--- src/rtl/calc_seq_if.sv ---
// Command/result handshake bundle for calc_seq: operands and op in, result and div_zero out.
interface calc_seq_if #(
  parameter int WIDTH = 8
);
  logic               in_valid;
  logic               in_ready;
  logic [WIDTH-1:0]   a;
  logic [WIDTH-1:0]   b;
  logic [1:0]         op;
  logic               out_valid;
  logic               out_ready;
  logic [2*WIDTH-1:0] result;
  logic               div_zero;

  modport master (
    output in_valid, a, b, op, out_ready,
    input  in_ready, out_valid, result, div_zero
  );

  modport slave (
    input  in_valid, a, b, op, out_ready,
    output in_ready, out_valid, result, div_zero
  );
endinterface

--- src/rtl/calc_seq.sv ---
// Multi-cycle unsigned add/sub/mul/div unit; mul and div resolve one bit per clock.
// state | meaning
// IDLE  | ready for a command, in_ready high unless rst
// BUSY  | WIDTH shift-add or restoring-divide iterations in progress
// DONE  | result presented, held until out_ready
module calc_seq #(
  parameter int WIDTH = 8
) (
  input logic     clk,
  input logic     rst,
  calc_seq_if.slave bus
);
  localparam int RW = 2 * WIDTH;
  localparam int CW = $clog2(WIDTH);

  localparam logic [1:0] OP_ADD = 2'b00;
  localparam logic [1:0] OP_SUB = 2'b01;
  localparam logic [1:0] OP_MUL = 2'b10;
  localparam logic [1:0] OP_DIV = 2'b11;

  typedef enum logic [1:0] {IDLE, BUSY, DONE} state_t;

  state_t          state_q, state_d;
  logic [1:0]      op_q, op_d;
  logic [RW-1:0]   a_q, a_d;
  logic [WIDTH-1:0] b_q, b_d;
  logic [RW-1:0]   acc_q, acc_d;
  logic [CW-1:0]   cnt_q, cnt_d;
  logic [RW-1:0]   result_q, result_d;
  logic            div_zero_q, div_zero_d;

  logic [RW-1:0]   a_ext, b_ext;
  logic [RW-1:0]   acc_n, a_n;
  logic [WIDTH:0]  shifted;

  assign bus.in_ready  = (state_q == IDLE) && !rst;
  assign bus.out_valid = (state_q == DONE);
  assign bus.result    = result_q;
  assign bus.div_zero  = div_zero_q;

  always_comb begin
    state_d    = state_q;
    op_d       = op_q;
    a_d        = a_q;
    b_d        = b_q;
    acc_d      = acc_q;
    cnt_d      = cnt_q;
    result_d   = result_q;
    div_zero_d = div_zero_q;
    a_ext      = RW'(bus.a);
    b_ext      = RW'(bus.b);
    acc_n      = acc_q;
    a_n        = a_q;
    shifted    = {acc_q[WIDTH-1:0], a_q[WIDTH-1]};

    case (state_q)
      IDLE: begin
        if (bus.in_valid) begin
          op_d  = bus.op;
          a_d   = a_ext;
          b_d   = bus.b;
          acc_d = '0;
          cnt_d = CW'(WIDTH - 1);
          if (bus.op == OP_MUL || (bus.op == OP_DIV && bus.b != '0)) begin
            state_d = BUSY;
          end else begin
            state_d    = DONE;
            div_zero_d = 1'b0;
            case (bus.op)
              OP_ADD:  result_d = a_ext + b_ext;
              OP_SUB:  result_d = a_ext - b_ext;
              default: begin
                result_d   = '0;
                div_zero_d = 1'b1;
              end
            endcase
          end
        end
      end

      BUSY: begin
        if (op_q == OP_MUL) begin
          acc_n = b_q[0] ? acc_q + a_q : acc_q;
          a_n   = a_q << 1;
          b_d   = b_q >> 1;
        end else begin
          // a_q low half shifts dividend bits out and quotient bits in
          if (shifted >= {1'b0, b_q}) begin
            acc_n = RW'(shifted - {1'b0, b_q});
            a_n   = {a_q[RW-2:0], 1'b1};
          end else begin
            acc_n = RW'(shifted);
            a_n   = {a_q[RW-2:0], 1'b0};
          end
        end
        acc_d = acc_n;
        a_d   = a_n;
        cnt_d = cnt_q - 1'b1;
        if (cnt_q == '0) begin
          state_d    = DONE;
          div_zero_d = 1'b0;
          result_d   = (op_q == OP_MUL) ? acc_n : {acc_n[WIDTH-1:0], a_n[WIDTH-1:0]};
        end
      end

      DONE: begin
        if (bus.out_ready) state_d = IDLE;
      end

      default: state_d = IDLE;
    endcase
  end

  always_ff @(posedge clk) begin
    if (rst) begin
      state_q    <= IDLE;
      op_q       <= OP_ADD;
      a_q        <= '0;
      b_q        <= '0;
      acc_q      <= '0;
      cnt_q      <= '0;
      result_q   <= '0;
      div_zero_q <= 1'b0;
    end else begin
      state_q    <= state_d;
      op_q       <= op_d;
      a_q        <= a_d;
      b_q        <= b_d;
      acc_q      <= acc_d;
      cnt_q      <= cnt_d;
      result_q   <= result_d;
      div_zero_q <= div_zero_d;
    end
  end
endmodule
--- src/flat_wrapper.sv ---
// flat-port wrapper written by rule: the top's interface ports become plain ports
module calc_seq_flat 
#(
  parameter int WIDTH = 8
)
  (clk, rst, bus_in_valid, bus_a, bus_b, bus_op, bus_out_ready, bus_in_ready, bus_out_valid, bus_result, bus_div_zero);
  calc_seq_if #(.WIDTH(WIDTH)) bus_i ();
  input logic clk;
  input logic rst;
  input wire logic [$bits(bus_i.in_valid)-1:0] bus_in_valid;
  input wire logic [$bits(bus_i.a)-1:0] bus_a;
  input wire logic [$bits(bus_i.b)-1:0] bus_b;
  input wire logic [$bits(bus_i.op)-1:0] bus_op;
  input wire logic [$bits(bus_i.out_ready)-1:0] bus_out_ready;
  output wire logic [$bits(bus_i.in_ready)-1:0] bus_in_ready;
  output wire logic [$bits(bus_i.out_valid)-1:0] bus_out_valid;
  output wire logic [$bits(bus_i.result)-1:0] bus_result;
  output wire logic [$bits(bus_i.div_zero)-1:0] bus_div_zero;
  assign bus_i.in_valid = bus_in_valid;
  assign bus_i.a = bus_a;
  assign bus_i.b = bus_b;
  assign bus_i.op = bus_op;
  assign bus_i.out_ready = bus_out_ready;
  assign bus_in_ready = bus_i.in_ready;
  assign bus_out_valid = bus_i.out_valid;
  assign bus_result = bus_i.result;
  assign bus_div_zero = bus_i.div_zero;
  calc_seq #(.WIDTH(WIDTH)) u_core (.clk(clk), .rst(rst), .bus(bus_i));
endmodule
--- config.mk ---
export PLATFORM = sky130hd
export DESIGN_NAME = calc_seq_flat
export DESIGN_NICKNAME = d
export VERILOG_FILES = /design/src/rtl/calc_seq_if.sv /design/src/rtl/calc_seq.sv /design/src/flat_wrapper.sv
export SDC_FILE = /design/constraint.sdc
export NUM_CORES = 1
export LEC_CHECK = 0
export BUFFER_PORTS_ARGS = -buffer_cell sky130_fd_sc_hd__buf_2
export CELL_PAD_IN_SITES_DETAIL_PLACEMENT = 0
export CELL_PAD_IN_SITES_GLOBAL_PLACEMENT = 1
export CORE_MARGIN = 10
export CORE_UTILIZATION = 45
export DETAILED_ROUTE_END_ITERATION = 10
export PLACE_DENSITY_LB_ADDON = 0.08
export SLEW_MARGIN = 20
export SYNTH_ARGS = -nofsm -noshare
export SYNTH_HDL_FRONTEND = slang
export SYNTH_SLANG_ARGS = --single-unit
--- constraint.sdc ---
create_clock -name clk -period 3.55 [get_ports clk]
set_clock_uncertainty 0.15 [all_clocks]
set_input_delay 0.5325 -clock clk [delete_from_list [all_inputs] [get_ports clk]]
set_output_delay 0.5325 -clock clk [all_outputs]
set_load 0.05 [all_outputs]
# == Word level (Yosys, flattened, before mapping) ==
# Cells that the tools add are included.
# word_totals
inputBits,22
elab_cells,70
reg_bits,64
# op_classes
reduce_logical,15
n_addsub,5
n_eq_ne,11
mux,30
n_lt_le_gt_ge,1
# op_table
operator,n
16-bit 2-to-1 mux,9
16-bit one-hot mux with 2 select lines,4
16-bit adder,1
8-bit 2-to-1 mux,2
8-bit one-hot mux with 2 select lines,1
9-bit by 8-bit subtractor with 10-bit output,1
8-bit by 8-bit adder with 9-bit output,1
9-bit by 8-bit greater-or-equal comparator with 1-bit output,1
8-bit by 8-bit subtractor with 9-bit output,1
2-bit equality test (second input constant),4
2-bit 2-to-1 mux,4
8-bit nonzero test,1
1-bit 2-to-1 mux,6
2-bit != test (second input constant),3
2-bit one-hot mux with 3 select lines,1
3-bit one-hot mux with 2 select lines,1
3-bit AND reduction,2
2-bit by 1-bit equality test with 1-bit output (second input constant),2
2-bit logical NOT,2
2-bit by 1-bit != test with 1-bit output (second input constant),2
2-bit AND reduction,2
4-bit AND reduction,1
3-bit logical NOT,1
3-bit 2-to-1 mux,1
other kinds (7),8

# == Longest topological paths before layout ==
# Gate-level depths: netlist of the first run.
# depth
word_depth,6
ltp_mapped,12
depth_no_buf,11

# == Worst setup path before layout of the first run ==
# Ideal clock, no wire load.
# synth_timing
kind,input -> output
from,input rst
to,output bus_in_ready
arrival_ns,1.962
required_ns,2.867
cell_stages,3
path_buffers,2
setup_slack_ns,0.905
path_cell_list,clkbuf_1 -> buf_1 -> nor3_1
# synth_via
elab_chain_len,2
# synth_rtl
item,line_no,source
"start, declared",flat_wrapper.sv:9,input logic rst;
1-bit logical NOT,calc_seq.sv:36,assign bus.in_ready = (state_q == IDLE) && !rst;
1-bit logical AND,calc_seq.sv:36,
"end, declared",flat_wrapper.sv:15,output wire logic [$bits(bus_i.in_ready)-1:0] bus_in_ready;
# Every way passes these cells.

# == Worst setup path after layout of the first run ==
# layout_timing
from,register u_core.acc_q[0]
to,register u_core.result_q[14] (netlist: u_core.bus.result[14])
# layout_via
elab_chain_len,6
# layout_rtl
item,line_no,source
"start, declared",calc_seq.sv:27,"logic [RW-1:0] acc_q, acc_d;"
"start signal, assigned",calc_seq.sv:120,acc_q <= '0;
"start signal, assigned",calc_seq.sv:129,acc_q <= acc_d;
"16-bit adder, or another cell as far along",calc_seq.sv:83,acc_n = b_q[0] ? acc_q + a_q : acc_q;
16-bit 2-to-1 mux (on tied branches),"calc_seq.sv:83, calc_seq.sv:88",
16-bit 2-to-1 mux (*),calc_seq.sv:82,if (op_q == OP_MUL) begin
16-bit 2-to-1 mux (*),calc_seq.sv:102,"result_d = (op_q == OP_MUL) ? acc_n : {acc_n[WIDTH-1:0], a_n[WIDTH-1:0]};"
16-bit 2-to-1 mux (*),calc_seq.sv:99,if (cnt_q == '0) begin
16-bit one-hot mux with 2 select lines (*),calc_seq.sv:56,case (state_q)
"end signal, assigned",calc_seq.sv:131,result_q <= result_d;
"end, declared",calc_seq.sv:29,"logic [RW-1:0] result_q, result_d;"
# Mark *: on every way between the ends. The rest lies on a longest branch, timed or not. The select of a mux whose other input is x is not followed.
# A chain may end at the register's enable or synchronous reset.

==> load_flow_metrics.sql, run 1 <==
INSERT INTO impl_metrics (metric_group, metric, value, unit) VALUES
('synthesis', 'post_synth_inst_count', '617', ''),
('power_and_ir_drop', 'power.leakage', '2.26', 'nW'),
('setup_path', 'timing.critical_path.buf_inv', '0', ''),
('final_layout', 'final_net_count', '713', ''),
('synthesis', 'asyncSetResetFlopFracSynth', '0', '%'),
('die', 'placement_rows', '37', ''),
('placement', 'dp_cells', '771', ''),
('drt', 'drt_drc_violations_left', '0', ''),
('setup_path', 'critPathTopFamily', 'compound AO/OA/AOI/OAI gates', ''),
('job', 'max_cap_viol_count', '0', ''),
('drt', 'drt-pass1-iter-count', '5', ''),
('sta', 'finalHoldWorstSlack', '313', 'ps'),
('status', 'outcome', 'completed', ''),
('setup_path', 'critical_path.cell_chain', 'ha_1, fa_1, a21oi_1, o21ai_0, a211o_1, nand3_1, mux2_2, a21o_1, a311oi_1', ''),
('drt', 'num_vias', '4611', ''),
('die', 'initial_core_util', '46.1', '%'),
('synthesis', 'number_of_register_bits_inferred_by_synthesis', '64', ''),
('power_and_ir_drop', 'vdd.ir_drop.worst', '0.211', 'mV'),
('global_route', 'antenna_found_initial', '0', ''),
('final_layout', 'postLayoutCoreUtil', '50.9', '%'),
('synthesis', 'seq_area_frac_synth', '27.1', '%'),
('placement', 'port_buffers', '40', ''),
('clock_tree', 'cts.hold.buffers_added', '0', ''),
('die', 'chipHeight', '123', 'µm'),
('drt', 'detail_route.vias_per_cell', '5.86', ''),
('setup_path', 'crit_required', '3690', 'ps'),
('setup_path', 'timing_worst_setup_path_type', 'reg -> reg', ''),
('synthesis', 'synth-edff-count', '0', ''),
('sta', 'post-route-period-util', '85.0', '%'),
('clock_tree', 'cts.repair_timing.setup_buffer_count', '0', ''),
('placement', 'gp_congestion', '0.924', ''),
('sta', 'worstMarginPinSlew', '685', 'ps'),
('sta', 'post-route-min-period', '3020', 'ps'),
('synthesis', 'post-synth-top-area-fraction', '27.1', '%'),
('global_route', 'grt-ovfl-total', '0', ''),
('synthesis', 'synth.area.top_cells', 'dfxtp_1, ha_1, nand2_1, nor2_1, a311oi_1', ''),
('clock_tree', 'root_buffer_cell', 'clkbuf_8', ''),
('power_and_ir_drop', 'p_per_cell_area', '414', 'nW/µm²'),
('synthesis', 'syn_nets', '684', ''),
('clock_tree', 'cts_inserted_buffers', '9', ''),
('drt', 'wl_per_cell', '18.6', 'µm'),
('placement', 'place_hpwl', '11.3', 'mm'),
('clock_tree', 'clock_sink_total', '64', ''),
('global_route', 'first_global_vias', '4343', ''),
('sta', 'fin_ws', '531', 'ps'),
('synthesis', 'synth_area_leader_cell', 'dfxtp_1', ''),
('synthesis', 'synthesis.yosys.warnings', '0', ''),
('drt', 'dr.first_iter.drc_count', '316', ''),
('clock_tree', 'clock_tree_from_tritoncts', 'yes', ''),
('die', 'dieArea', '15000', 'µm²'),
('synthesis', 'synth_area_per_cell', '7.67', 'µm²'),
('final_layout', 'layout.cells.most_common', 'nand2_1', ''),
('global_route', 'first_pass_grt_wire_length', '23.1', 'mm'),
('sta', 'grt_setup_unrepaired', 'false', ''),
('setup_path', 'cp_data_arrival_time', '3160', 'ps'),
('synthesis', 'synthesis.area', '4730', 'µm²'),
('die', 'io_pins', '41', ''),
('die', 'core', '10300', 'µm²'),
('placement', 'post-place-ws', '549', 'ps'),
('sta', 'setup_viol_count_final', '0', ''),
('setup_path', 'critical_path.startpoint_type', 'flop', ''),
('sta', 'finalHoldViolations', '0', ''),
('final_layout', 'synthToLayoutAreaGrowth', '10.5', '%'),
('synthesis', 'ys.flop_type', 'dfxtp_1', ''),
('global_route', 'grt_max_degree', '65', ''),
('clock_tree', 'cts_resized', '0', ''),
('hold_path', 'hp-class', 'in -> reg', ''),
('sta', 'timing.setup.tns', '0', 'ps'),
('clock_tree', 'clkLatencyLatePin', '370', 'ps'),
('final_layout', 'drive_gt1_share', '13.1', '%'),
('synthesis', 'netlist-cell-type-count', '63', '');
## sequential cells by signal, indices dropped and copies added, names as in the netlist
register,flops
u_core.a_q,16
u_core.acc_q,16
u_core.bus.result,16
u_core.b_q,8
u_core.cnt_q,3
u_core.op_q,2
u_core.state_q,2
u_core.bus.div_zero,1
## logic make-up (layout without fill, tap and decap cells)
| family | Yosys count | in the layout | synth area share [%] |
|---|---|---|---|
| muxes | 15 | 15 | 3.38 |
| and+or+nand+nor | 225 | 225 | 21.0 |
| buffers and inverters | 65 | 99 | 5.52 |
| AOI/OAI and AO/OA | 184 | 184 | 27.0 |
| adders and majority gates | 45 | 45 | 12.5 |
| xor gates and xnor gates | 19 | 19 | 3.51 |
| DFF | 64 | 64 | 27.1 |
## metrics by stage
| stage | total power [mW] | cell area [µm²] |
|---|---|---|
| 6_report | 2.17 | 5230 |
| 5_1_grt | 2.29 | 5230 |
| 4_1_cts | 2.18 | 5230 |
| 3_5_place_dp | 1.55 | 5040 |
| 3_3_place_gp | 1.54 | 5040 |
| 2_1_floorplan | 1.36 | 4730 |
## area by class of cell
| cell class | count | area (µm²) |
|---|---|---|
| well taps | 136 | 170 |
| inverters | 33 | 124 |
| repair buffers | 50 | 275 |
| multi-input cells | 488 | 3190 |
| fillers | 1033 | 5040 |
| clock inverters | 6 | 60.1 |
| clock buffers | 10 | 128 |
| flip-flops and latches | 64 | 1280 |
## worst reg2reg max path, delay by kind of cell (launching register included)
kind	cells	cell delay, ps
adder cells (fa/ha/maj)	2	680
AND/OR/NAND/NOR	1	160
flip-flops	1	390
multiplexers	1	350
AO/OA/AOI/OAI	5	1210
## synth_stat cells, types with 5 or more instances
library cell	n
xnor2_1	12
ha_1	41
buf_1	6
a31oi_1	18
clkbuf_1	19
o21ai_0	28
xor2_1	7
dfxtp_1	64
o21bai_1	6
a21o_1	14
nor2b_1	6
nor2_1	62
inv_1	33
mux2i_1	7
a211oi_1	8
a22oi_1	5
nand3_1	17
a21oi_1	40
mux2_2	7
buf_2	5
nand2b_1	7
nor3_1	8
a221oi_1	9
a311oi_1	25
nand2_1	100
## routing by layer
metal / wire length, µm / up-vias / global-route usage (%) / part of all wire [%]
met2: 6670 / 119 / 31.2 / 46
met5: 0 / - / 0 / 0
li1: - / 2293 / - / -
met1: 6820 / 2178 / 25.6 / 47
met3: 821 / 21 / 4.27 / 5.6
met4: 319 / 0 / 8.54 / 2.2
## final timing paths
path,depth (start not counted),end,from
setup / recovery,9,u_core.bus.result[14],u_core.acc_q[0]
hold / removal,3,u_core.state_q[1],bus_out_ready
setup reg to reg,9,u_core.bus.result[14],u_core.acc_q[0]
hold reg to reg,2,u_core.op_q[0],u_core.op_q[0]
## power breakdown
| group | switching [mW] | internal [mW] | leakage [nW] |
|---|---|---|---|
| clock network | 0.316 | 0.320 | 0.0920 |
| logic | 0.454 | 0.251 | 1.64 |
| registers | 0.0530 | 0.775 | 0.523 |
(Power assumes the default switching activity.)
==> run 2: changes to the inputs <==
- CORE_MARGIN: 10 -> default
==> run 2 against run 1 <==
  * Sequential share of layout area down 0.20 points
  * Clock power up 9.6%
  * Clock-buffer cell count up 1
  * Sequential power up 0.5%
  * Non-clock buffer count up 2
  * Register-to-register slack worse by 40 ps
  * Flip-flop and latch count unchanged
  * Worst setup slack worse by 37 ps
  * Die area down 27%
  * Critical path depth unchanged
==> load_flow_metrics.sql, run 2 (synthesis results as in run 1) <==
INSERT INTO impl_metrics (metric_group, metric, value, unit) VALUES
('clock_tree', 'clkTransAtPathRegs', '80', 'ps'),
('global_route', 'gr-usage-all-layers', '27.8', '%'),
('drt', 'num_vias', '4677', ''),
('setup_path', 'path_max_fanout', '6', ''),
('job', 'max_cap_viol_count', '0', ''),
('die', 'chipHeight', '105', 'µm'),
('die', 'core', '10300', 'µm²'),
('power_and_ir_drop', 'power.leakage', '2.28', 'nW'),
('sta', 'worstMarginPinSlew', '705', 'ps'),
('clock_tree', 'root_buffer_cell', 'clkbuf_8', ''),
('global_route', 'grt-ovfl-total', '0', ''),
('final_layout', 'finish.instance_area', '5280', 'µm²'),
('die', 'chipWidth', '105', 'µm'),
('sta', 'worst_slew_margin_rel', '53.0', '%'),
('die', 'initial_core_util', '46.1', '%'),
('drt', 'final_antenna_net_count', '0', ''),
('die', 'io_pins', '41', ''),
('placement', 'port_buffers', '40', ''),
('drt', 'detail_route.wirelength', '14.6', 'mm'),
('clock_tree', 'cts_inserted_buffers', '9', ''),
('drt', 'wl_per_cell', '18.5', 'µm'),
('drt', 'drt-pass1-iter-count', '5', ''),
('final_layout', 'drive_gt1_share', '13.5', '%'),
('sta', 'maximum_clock_frequency', '327', 'MHz'),
('final_layout', 'number_of_filler_cells_placed_in_the_layout', '1059', ''),
('clock_tree', 'clock_tree_from_tritoncts', 'yes', ''),
('sta', 'post-route-min-period', '3060', 'ps'),
('clock_tree', 'clkLatencyLatePin', '360', 'ps'),
('die', 'placement_rows', '37', ''),
('sta', 'setup_viol_count_final', '0', ''),
('placement', 'gp_congestion', '0.895', ''),
('placement', 'place_hpwl', '11.2', 'mm'),
('setup_path', 'cp_data_arrival_time', '3180', 'ps'),
('drt', 'detail_route.vias_per_cell', '5.93', ''),
('die', 'dieArea', '10900', 'µm²'),
('global_route', 'first_global_vias', '4441', ''),
('status', 'outcome', 'completed', ''),
('final_layout', 'antennaDiodeCount', '0', ''),
('clock_tree', 'cts.hold.buffers_added', '0', ''),
('placement', 'postPlaceCellArea', '5060', 'µm²'),
('final_layout', 'top_library_cells_by_usage_in_the_layout_fill_and_taps_aside', 'nand2_1, dfxtp_1, nor2_1', ''),
('sta', 'timing.setup.tns', '0', 'ps'),
('sta', 'grt_setup_unrepaired', 'false', ''),
('global_route', 'grt_max_degree', '65', ''),
('power_and_ir_drop', 'p_per_cell_area', '424', 'nW/µm²'),
('final_layout', 'final-seq-area', '1280', 'µm²'),
('clock_tree', 'clock_sink_total', '64', ''),
('drt', 'dr.first_iter.drc_count', '239', ''),
('final_layout', 'multi_input_area', '3190', 'µm²'),
('sta', 'finalHoldViolations', '0', ''),
('setup_path', 'timing_worst_setup_path_type', 'reg -> reg', ''),
('clock_tree', 'cts_resized', '0', ''),
('clock_tree', 'cts.repair_timing.setup_buffer_count', '0', ''),
('final_layout', 'final_net_count', '715', ''),
('final_layout', 'layout.cells.most_common', 'nand2_1', ''),
('power_and_ir_drop', 'vdd.ir_drop.worst', '0.162', 'mV'),
('setup_path', 'critPathCaptureType', 'flop', ''),
('final_layout', 'synthToLayoutAreaGrowth', '11.4', '%'),
('sta', 'post-route-period-util', '86.1', '%'),
('setup_path', 'crit_required', '3680', 'ps'),
('setup_path', 'critical_path.startpoint_type', 'flop', ''),
('global_route', 'antenna_found_initial', '0', ''),
('clock_tree', 'htree_levels', '3', ''),
('sta', 'final-max-slew-violation-count', '0', ''),
('drt', 'drt_drc_violations_left', '0', ''),
('hold_path', 'hp-class', 'in -> reg', ''),
('clock_tree', 'clockBufferDepth', '2', ''),
('global_route', 'first_pass_grt_wire_length', '23.8', 'mm'),
('sta', 'finalHoldWorstSlack', '307', 'ps');
[run 2: cell count changes in the layout (fill, tap and decap cells not counted)]
cell | before | now
clkinv_2 | 3 | 0
buf_4 | 10 | 12
clkbuf_8 | 9 | 11
clkinv_4 | 0 | 2
clkbuf_1 | 1 | 0
clkinvlp_4 | 2 | 1
inv_6 | 0 | 1
[run 2: worst max-delay path, stage by stage (launching register included)]
cell	delay, ps
dfxtp_1	400
ha_1	270
fa_1	420
a21oi_1	230
o21ai_0	220
a211o_1	380
nand3_1	140
mux2_2	340
a21o_1	220
a311oi_1	200
[run 2: cell type report]
type | count | area share [%]
inverter | 33 | 2.35
clock inverter | 5 | 1.21
multi-input combinational | 488 | 60.6
tap | 136 | 3.23
sequential | 64 | 24.3
clock buffer | 11 | 2.87
timing repair buffer | 52 | 5.50
[run 2: metal layers]
metal / up-vias / part of all wire, % / global-route usage, % / routed length [µm]
met5: - / 0 / 0 / 0
met4: 0 / 2.2 / 10.4 / 327
met3: 28 / 5.7 / 4.05 / 831
met2: 153 / 45 / 45.1 / 6620
met1: 2203 / 47 / 37.5 / 6850
li1: 2293 / - / - / -
[run 2: metrics by stage]
step	setup slack (ps)	power, mW	instances	util (%)
floorplan	905	1.36	617	-
global placement	585	1.54	773	49.2
detailed placement	508	1.55	773	49.2
CTS	481	2.24	789	51.3
global route	377	2.35	789	51.3
finish	494	2.24	789	51.3
[run 2: power breakdown]
part / switching (mW) / total, mW / internal [mW]
Sequential: 0.0565 / 0.831 / 0.774
Clock: 0.330 / 0.697 / 0.368
Combinational: 0.456 / 0.708 / 0.252
Total: 0.843 / 2.24 / 1.39
[run 2: final timing paths]
| check | endpoint | cells after the start | slack [ps] | from |
|---|---|---|---|---|
| setup / recovery | u_core.bus.result[14] | 9 | 490 | u_core.acc_q[0] |
| hold / removal | u_core.state_q[1] | 3 | 310 | bus_out_ready |
| setup reg to reg | u_core.bus.result[14] | 9 | 490 | u_core.acc_q[0] |
| hold reg to reg | u_core.op_q[0] | 2 | 330 | u_core.op_q[0] |
==> run 3: changes to the inputs <==
--- a/constraint.sdc
+++ b/constraint.sdc
@@ -4,2 +4,2 @@
 set_output_delay 0.5325 -clock clk [all_outputs]
-set_load 0.05 [all_outputs]
+set_load 0.1 [all_outputs]
==> run 3 against run 2 <==
  * Die area is the same
  * Global-route usage shrank 0.65 points
  * Via count down 0.49%
  * Largest power group unchanged
==> load_flow_metrics.sql, run 3 (synthesis results as in run 1) <==
INSERT INTO impl_metrics (metric_group, metric, value, unit) VALUES
('drt', 'detail_route.vias_per_cell', '5.90', ''),
('setup_path', 'cp_slowest_stage_delay', '410', 'ps'),
('global_route', 'antenna_found_initial', '0', ''),
('clock_tree', 'cts_resized', '0', ''),
('sta', 'post-route-period-util', '84.1', '%'),
('sta', 'fin_ws', '564', 'ps'),
('clock_tree', 'clkTransAtPathRegs', '90', 'ps'),
('drt', 'num_vias', '4654', ''),
('hold_path', 'hp-class', 'in -> reg', ''),
('sta', 'worstMarginPinSlew', '718', 'ps'),
('placement', 'post-place-ws', '548', 'ps'),
('drt', 'drt-pass1-iter-count', '5', ''),
('clock_tree', 'cts.hold.buffers_added', '0', ''),
('setup_path', 'cp_data_arrival_time', '3110', 'ps'),
('global_route', 'gr-usage-all-layers', '27.2', '%'),
('power_and_ir_drop', 'vdd.ir_drop.worst', '0.203', 'mV'),
('clock_tree', 'clkLatencyLatePin', '360', 'ps'),
('die', 'placement_rows', '37', ''),
('final_layout', 'final_net_count', '715', ''),
('drt', 'final_antenna_net_count', '0', ''),
('hold_path', 'hp-start', 'bus_out_ready', ''),
('clock_tree', 'clockBufferDepth', '2', ''),
('setup_path', 'crit_required', '3680', 'ps'),
('setup_path', 'critPathCaptureType', 'flop', ''),
('sta', 'maximum_clock_frequency', '335', 'MHz'),
('final_layout', 'postLayoutCoreUtil', '51.4', '%'),
('status', 'outcome', 'completed', ''),
('global_route', 'first_global_vias', '4352', ''),
('sta', 'final-max-slew-violation-count', '0', ''),
('job', 'max_cap_viol_count', '0', ''),
('setup_path', 'worstSetupStartpoint', 'u_core.acc_q[0]', ''),
('die', 'core', '10300', 'µm²'),
('clock_tree', 'clock_sink_total', '64', ''),
('setup_path', 'timing_worst_setup_path_type', 'reg -> reg', ''),
('clock_tree', 'clock_tree_from_tritoncts', 'yes', ''),
('setup_path', 'critical_path.startpoint_type', 'flop', ''),
('power_and_ir_drop', 'p_per_cell_area', '443', 'nW/µm²'),
('setup_path', 'regToRegStartpoint', 'u_core.acc_q[0]', ''),
('sta', 'finalHoldWorstSlack', '321', 'ps'),
('power_and_ir_drop', 'power.leakage', '2.28', 'nW'),
('sta', 'post-route-min-period', '2990', 'ps'),
('drt', 'detail_route.wirelength', '14.5', 'mm'),
('clock_tree', 'cts.repair_timing.setup_buffer_count', '0', ''),
('final_layout', 'layout.cells.most_common', 'nand2_1', ''),
('setup_path', 'critPathTopFamily', 'compound AO/OA/AOI/OAI gates', ''),
('die', 'io_pins', '41', ''),
('die', 'dieArea', '10900', 'µm²'),
('sta', 'worst_slew_margin_rel', '51.9', '%'),
('clock_tree', 'root_buffer_cell', 'clkbuf_8', ''),
('global_route', 'grt-ovfl-total', '0', ''),
('setup_path', 'worst_path_max_delay_cell', 'fa_1', ''),
('final_layout', 'drive_gt1_share', '13.5', '%'),
('setup_path', 'path_max_fanout', '6', ''),
('placement', 'port_buffers', '40', ''),
('die', 'chipHeight', '105', 'µm'),
('clock_tree', 'htree_levels', '3', ''),
('setup_path', 'critical_path.cell_chain', 'ha_1, fa_1, a21oi_1, o21ai_0, a211o_1, nand3_1, mux2_2, a21o_1, a311oi_1', ''),
('drt', 'drt_drc_violations_left', '0', ''),
('sta', 'setup_viol_count_final', '0', ''),
('final_layout', 'top_library_cells_by_usage_in_the_layout_fill_and_taps_aside', 'nand2_1, dfxtp_1, nor2_1', ''),
('sta', 'finalHoldViolations', '0', ''),
('clock_tree', 'cts_inserted_buffers', '9', ''),
('global_route', 'first_pass_grt_wire_length', '23.2', 'mm'),
('final_layout', 'antennaDiodeCount', '0', ''),
('die', 'initial_core_util', '46.1', '%'),
('sta', 'grt_setup_unrepaired', 'false', ''),
('global_route', 'grt_max_degree', '65', ''),
('die', 'chipWidth', '105', 'µm'),
('drt', 'wl_per_cell', '18.4', 'µm'),
('setup_path', 'timing.critical_path.buf_inv', '0', ''),
('sta', 'timing.setup.tns', '0', 'ps'),
('placement', 'gp_congestion', '0.895', ''),
('drt', 'dr.first_iter.drc_count', '272', ''),
('final_layout', 'synthToLayoutAreaGrowth', '11.6', '%'),
('placement', 'place_hpwl', '11.2', 'mm');
==> run 3: report_power, final <==
part	leakage, nW	internal, mW	switching (mW)
clock network	0.103	0.399	0.323
logic	1.65	0.251	0.539
registers	0.523	0.774	0.0546
==> run 3: area by class of cell <==
class / count / area, µm²
fillers: 1064 / 4990
multi-input cells: 488 / 3200
flip-flops and latches: 64 / 1280
repair buffers: 52 / 290
well taps: 136 / 170
clock buffers: 10 / 128
inverters: 33 / 124
clock inverters: 6 / 92.6
==> run 3: worst reg2reg max path, cell delays in order, from the launching register on <==
cell and delay (ps):
dfxtp_1 390, ha_1 270, fa_1 410, a21oi_1 180, o21ai_0 220, a211o_1 400, nand3_1 140, mux2_2 340
a21o_1 220, a311oi_1 210
==> run 3: through the flow <==
stage	cell area (µm²)	cells	total power, mW
2_1_floorplan	4740	617	1.44
3_3_place_gp	5060	773	1.63
3_5_place_dp	5060	773	1.63
4_1_cts	5290	789	2.34
5_1_grt	5290	789	2.46
6_report	5290	789	2.34
==> run 3: final timing paths <==
kind / cells after the start / slack [ps] / endpoint
min reg2reg: 2 / 320 / u_core.op_q[0]
min: 3 / 320 / u_core.state_q[1]
max: 9 / 560 / u_core.bus.result[14]
max reg2reg: 9 / 560 / u_core.bus.result[14]
==> run 3: per-layer routing <==
layer | GRT usage (%) | wire [µm]
met1 | 38.7 | 7110
met2 | 42.0 | 6540
met3 | 3.18 | 603
met4 | 10.2 | 292
met5 | 0 | 0
